===== src/rtl/fetch_unit.sv =====
// ---------------------------------------------------------------------------
// fetch_unit
//   Instruction fetch front end. It keeps at most one instruction-memory
//   request outstanding and hands each returned word to the decoder through
//   a registered output stage. A 1-entry skid buffer absorbs a response that
//   arrives while the decoder is stalled. Redirects squash any in-flight or
//   buffered fetch and restart fetching at the word-aligned target.
//
// Parameters
//   RESET_PC    first fetch address after reset (word aligned)
//   NOP_INSTR   word driven on instr while no live instruction is held
//
// Ports
//   clk          rising-edge clock
//   rst          synchronous active-high reset
//   imem_req     fetch request, high only while a request is being offered
//   imem_addr    fetch address, equal to the fetch PC register
//   imem_ready   memory accepts the request on an edge with imem_req=1
//   imem_rvalid  one-cycle response strobe
//   imem_rdata   response instruction word
//   redirect     branch/jump redirect, highest priority after rst
//   redirect_pc  redirect target (low two bits ignored)
//   stall        decoder cannot take the held instruction
//   instr        registered instruction to the decoder
//   pc_out       registered address of instr
//   instr_valid  instr/pc_out hold a live instruction
// ---------------------------------------------------------------------------
module fetch_unit #(
  parameter logic [31:0] RESET_PC  = 32'h0000_0000,
  parameter logic [31:0] NOP_INSTR = 32'h0000_0013
) (
  input  logic        clk,
  input  logic        rst,
  output logic        imem_req,
  output logic [31:0] imem_addr,
  input  logic        imem_ready,
  input  logic        imem_rvalid,
  input  logic [31:0] imem_rdata,
  input  logic        redirect,
  input  logic [31:0] redirect_pc,
  input  logic        stall,
  output logic [31:0] instr,
  output logic [31:0] pc_out,
  output logic        instr_valid
);

  localparam logic [31:0] WORD_MASK = 32'hFFFF_FFFC;
  localparam logic [31:0] START_PC  = RESET_PC & WORD_MASK;

  typedef enum logic [1:0] {
    S_REQ  = 2'd0,
    S_WAIT = 2'd1,
    S_FULL = 2'd2
  } state_t;

  state_t      state_q, state_d;
  logic [31:0] fetch_pc_q, fetch_pc_d;
  logic [31:0] tag_q, tag_d;
  logic        squash_q, squash_d;

  logic [31:0] skid_instr_q, skid_pc_q;
  logic [31:0] instr_p1, pc_p1;
  logic        vld_p1;

  logic        accept;
  logic        consumed;
  logic        out_load_mem;
  logic        out_load_skid;
  logic        out_clear;
  logic        skid_load;

  assign imem_req    = (state_q == S_REQ);
  assign imem_addr   = fetch_pc_q;
  assign instr       = instr_p1;
  assign pc_out      = pc_p1;
  assign instr_valid = vld_p1;

  assign accept   = (state_q == S_REQ) && imem_ready;
  assign consumed = vld_p1 && !stall;

  // Next-state and output-stage control
  always_comb begin
    state_d       = state_q;
    fetch_pc_d    = fetch_pc_q;
    tag_d         = tag_q;
    squash_d      = squash_q;
    out_load_mem  = 1'b0;
    out_load_skid = 1'b0;
    out_clear     = 1'b0;
    skid_load     = 1'b0;

    if (redirect) begin
      // Redirect flushes the output stage and the skid buffer; an accepted
      // or outstanding request is left to complete and its response dropped.
      fetch_pc_d = redirect_pc & WORD_MASK;
      out_clear  = 1'b1;
      case (state_q)
        S_REQ: begin
          if (imem_ready) begin
            tag_d    = fetch_pc_q;
            squash_d = 1'b1;
            state_d  = S_WAIT;
          end
        end
        S_WAIT: begin
          if (imem_rvalid) begin
            squash_d = 1'b0;
            state_d  = S_REQ;
          end else begin
            squash_d = 1'b1;
          end
        end
        S_FULL: begin
          state_d = S_REQ;
        end
        default: begin
          state_d = S_REQ;
        end
      endcase
    end else begin
      case (state_q)
        S_REQ: begin
          if (accept) begin
            tag_d      = fetch_pc_q;
            fetch_pc_d = fetch_pc_q + 32'd4;
            state_d    = S_WAIT;
          end
        end
        S_WAIT: begin
          if (imem_rvalid) begin
            state_d = S_REQ;
            if (squash_q) begin
              squash_d = 1'b0;
            end else if (!vld_p1 || !stall) begin
              out_load_mem = 1'b1;
            end else begin
              skid_load = 1'b1;
              state_d   = S_FULL;
            end
          end
        end
        S_FULL: begin
          if (!stall) begin
            out_load_skid = 1'b1;
            state_d       = S_REQ;
          end
        end
        default: begin
          state_d = S_REQ;
        end
      endcase
      if (consumed && !out_load_mem && !out_load_skid) begin
        out_clear = 1'b1;
      end
    end
  end

  // Control registers and output stage (p1)
  always_ff @(posedge clk) begin
    if (rst) begin
      state_q    <= S_REQ;
      fetch_pc_q <= START_PC;
      squash_q   <= 1'b0;
      vld_p1     <= 1'b0;
      instr_p1   <= NOP_INSTR;
      pc_p1      <= START_PC;
    end else begin
      state_q    <= state_d;
      fetch_pc_q <= fetch_pc_d;
      squash_q   <= squash_d;
      if (out_load_mem) begin
        instr_p1 <= imem_rdata;
        pc_p1    <= tag_q;
        vld_p1   <= 1'b1;
      end else if (out_load_skid) begin
        instr_p1 <= skid_instr_q;
        pc_p1    <= skid_pc_q;
        vld_p1   <= 1'b1;
      end else if (out_clear) begin
        instr_p1 <= NOP_INSTR;
        vld_p1   <= 1'b0;
      end
    end
  end

  // Response tag and skid buffer data; occupancy is tracked by S_FULL
  always_ff @(posedge clk) begin
    tag_q <= tag_d;
    if (skid_load) begin
      skid_instr_q <= imem_rdata;
      skid_pc_q    <= tag_q;
    end
  end

endmodule


===== config.mk =====
export PLATFORM = sky130hd
export DESIGN_NAME = fetch_unit
export DESIGN_NICKNAME = d
export VERILOG_FILES = /design/src/rtl/fetch_unit.sv
export SDC_FILE = /design/constraint.sdc
export NUM_CORES = 1
export LEC_CHECK = 0
export CAP_MARGIN = 0
export CORE_ASPECT_RATIO = 1.4
export CORE_UTILIZATION = 45
export DETAILED_ROUTE_END_ITERATION = 12
export GPL_TIMING_DRIVEN = 0
export PLACE_DENSITY_LB_ADDON = 0.12
export SLEW_MARGIN = 20
export SYNTH_ARGS = -nofsm -noshare
export SYNTH_HDL_FRONTEND = slang
export SYNTH_SLANG_ARGS = --single-unit

===== constraint.sdc =====
create_clock -name clk -period 8.1 [get_ports clk]
set_clock_uncertainty 0.15 [all_clocks]
set_input_delay 2.025 -clock clk [delete_from_list [all_inputs] [get_ports clk]]
set_output_delay 2.025 -clock clk [all_outputs]
set_load 0.01 [all_outputs]

==> metrics.md <==
| Metric | Value |
|---|---|
| Post-CTS Hold Fix Bufs | 0 |
| Fin crit share | 56.9% |
| Clk sink count | 188 |
| R2R setup slack | 5.14 ns |
| First-pass GRT wire length | 31.1 mm |
| Setup TNS | 0 ns |
| Crit end category | flop |
| Synth async-reset ratio | 0% |
| Grt met2 use | 43.0% |
| P per Cell Area | 209 nW/um^2 |
| Post-route ant nets | 0 |
| # resized after CTS | 0 |
| Die X | 110 um |
| Gr busiest metal | met2 |
| Worst r2r dst | skid_pc_q[24] |
| Reg clk slew, reported paths | 0.07 ns |
| Gr usage total | 24.5% |
| Leakage | 3.16 nW |
| CTS tree | yes |
| Largest net degree at the start of global routing | 35 |
| Synth Flop Type | dfxtp_1 |
| Met1 Usage GRT | 28.4% |
| Rows | 54 |
| Post-Syn Area per Cell | 11.5 sq um |
| Dpl cell area | 9210 sq um |
| Cts bufs inserted | 17 |
| Root Buffer | clkbuf_16 |
| Total wire length | 19.9 mm |
| # DRC | 0 |
| WL/cell | 19.3 um |
| Post-synthesis cell type count | 47 |
| Area Overhead vs Synth | 34.4% |
| Final core utilization | 62.3% |
| Critical Path End | imem_addr[29] |
| Longest Clk Path Bufs | 2 |
| Post-CTS setup buffer count | 0 |
| Yosys reg bits | 188 |
| Most frequent cell after synthesis | dfxtp_1 |
| Non-filler cells, final | 1,033 |
| Initial DRC Count | 431 |
| Yosys warns | 0 |
| Worst path arrival time | 4.76 ns |
| Vias | 6,001 |
| Max_slew headroom | 47.7% |
| CP Launch Type | primary input |
| Final Cell Area | 9810 sq um |
| Pre-antenna DRT Iters | 6 |
| Type of the worst setup path | in -> reg |
| Number of hold violations in the final report | 0 |
| Post-DR vias/cell | 5.81 |
| IO buf count | 158 |
| DIE AREA | 16,700 sq um |
| Setup violators final | 0 |
| Sequential cell area fraction in the yosys report | 64.2% |
| Inst Count DP | 1,001 |
| Post-layout min period | 4.61 ns |
| Min-Delay Path Class | reg -> reg |
| Crit Path Max Fanout | 34 |
| RSZ-0062 raised after global routing | no |
| Status | completed |
| Synth cell count leaders | dfxtp_1, edfxtp_1, a21oi_1, a22oi_1, nand2_1 |
| Synth top area share | 37.8% |
| Critical Path RT | 8.25 ns |
| Skew-Pair Late Insertion Delay | 0.42 ns |
| Post-synth EDFFs | 92 |
| Max-cap violation count | 0 |
| Die H | 153 um |
| Synthesized area | 7300 sq um |
| Final #Nets | 895 |
| Detailed placer's ending HPWL | 14.6 mm |
| Fillers | 1,333 |
| Worst VDD drop | 0.000128 V |
| Worst r2r path cells | 5 |
| WHS | 0.304 ns |
| Initial antenna violation count | 0 |
| Total gr overflow | 0 |
| Mapped Cells | 637 |
| Area contributors post-synth | edfxtp_1, dfxtp_1, a22oi_1 |
| Slew Viols, Final | 0 |
| Vias in the first global route | 6,081 |
| FMAX | 217 MHz |
| CORE AREA | 15,700 sq um |
| Dominant cell type by area after synthesis | edfxtp_1 |
| Diodes inserted | 0 |
| Least-Margin Pin Slew | 0.778 ns |
| Layout cells sized above 1 | 6.21% |
| CP startpoint | imem_ready |
| Initial Util | 46.4% |
| RR Startpoint | state_q[0] |
| Grt met3 use | 4.88% |
| # IOs | 168 |
| RD Place Congestion | 0.861 |
| H-tree depth | 4 |
==> registers in the layout (all words and copies together), names as in the netlist <==
name and count:
imem_addr 30, instr 32, instr_valid 1, pc_out 30, skid_instr_q 32, skid_pc_q 30
squash_q 1, state_q 2, tag_q 30
==> report_power, final <==
group          internal [W]  total [W]  switching (W)
registers           0.00103    0.00106      0.0000318
logic             0.0000775   0.000152      0.0000746
clock network      0.000443   0.000836       0.000393
total               0.00155    0.00205       0.000500
==> logic make-up after synthesis <==
| group | synth area share [%] |
|---|---|
| xor gates and xnor gates | 1.20 |
| other | 0.0514 |
| and+or+nand+nor | 13.8 |
| DFF | 64.2 |
| buffers and inverters | 3.80 |
| adders and majority gates | 0.171 |
| AOI/OAI and AO/OA | 16.8 |
==> critical path, stage by stage <==
cell             delay, ns
clkdlybuf4s50_1       0.53
or3b_1                0.37
buf_6                 0.15
inv_2                 0.53
nand3_1               0.34
o41a_1                0.48
a2111oi_0             0.33
==> cell type report <==
type / instances / area [sq um] / area share, %
sequential: 188 / 4680 / 47.7
multi-input combinational: 385 / 2370 / 24.1
timing repair buffer: 165 / 1640 / 16.7
clock buffer: 17 / 425 / 4.34
tap: 196 / 245 / 2.50
buffer: 55 / 233 / 2.37
clock inverter: 15 / 174 / 1.77
inverter: 12 / 45.0 / 0.459
==> worst min-delay path by stage <==
stage | startpoint | to | slack (ns) | depth (start not counted)
after detailed placement | tag_q[30] | skid_pc_q[30] | 0.30 | 0
final | pc_out[2] | pc_out[2] | 0.30 | 2
after CTS | pc_out[2] | pc_out[2] | 0.31 | 2
after global placement | tag_q[28] | skid_pc_q[28] | 0.29 | 0
after floorplan | tag_q[10] | skid_pc_q[10] | 0.28 | 0
after global routing | tag_q[26] | skid_pc_q[26] | 0.32 | 0
==> cell usage in the layout (no fill, tap or decap), types with 4 or more instances in the layout <==
cell	Yosys	layout
clkdlybuf4s50_1	0	158
dfxtp_1	96	96
edfxtp_1	92	92
a21oi_1	68	68
a22oi_1	59	59
nand2_1	47	47
clkbuf_1	46	46
nand4_1	40	40
nor2_1	35	35
clkbuf_16	0	17
a311oi_1	13	13
a211oi_1	12	12
inv_1	12	11
nand3_1	9	9
or4_1	9	9
buf_4	5	9
o31ai_1	9	9
o21ai_0	7	7
xnor2_1	7	7
and3_1	6	6
and4_1	6	6
nor3_1	7	6
or3_1	5	5
inv_8	0	5
a2111oi_0	4	4
conb_1	1	4
==> routing by layer <==
metal	up-vias	part of all wire, %
met2	216	53
met4	0	2.4
li1	2830	-
met5	-	0
met3	43	5.9
met1	2912	39
==> stage by stage <==
step                      power (W)  setup WS, ns
after floorplan             0.00113         0.248
after global placement      0.00123         -2.20
after detailed placement    0.00123          3.00
after CTS                   0.00206          3.45
after global routing        0.00211          3.23
final                       0.00205          3.49
(Power assumes the default switching activity.)
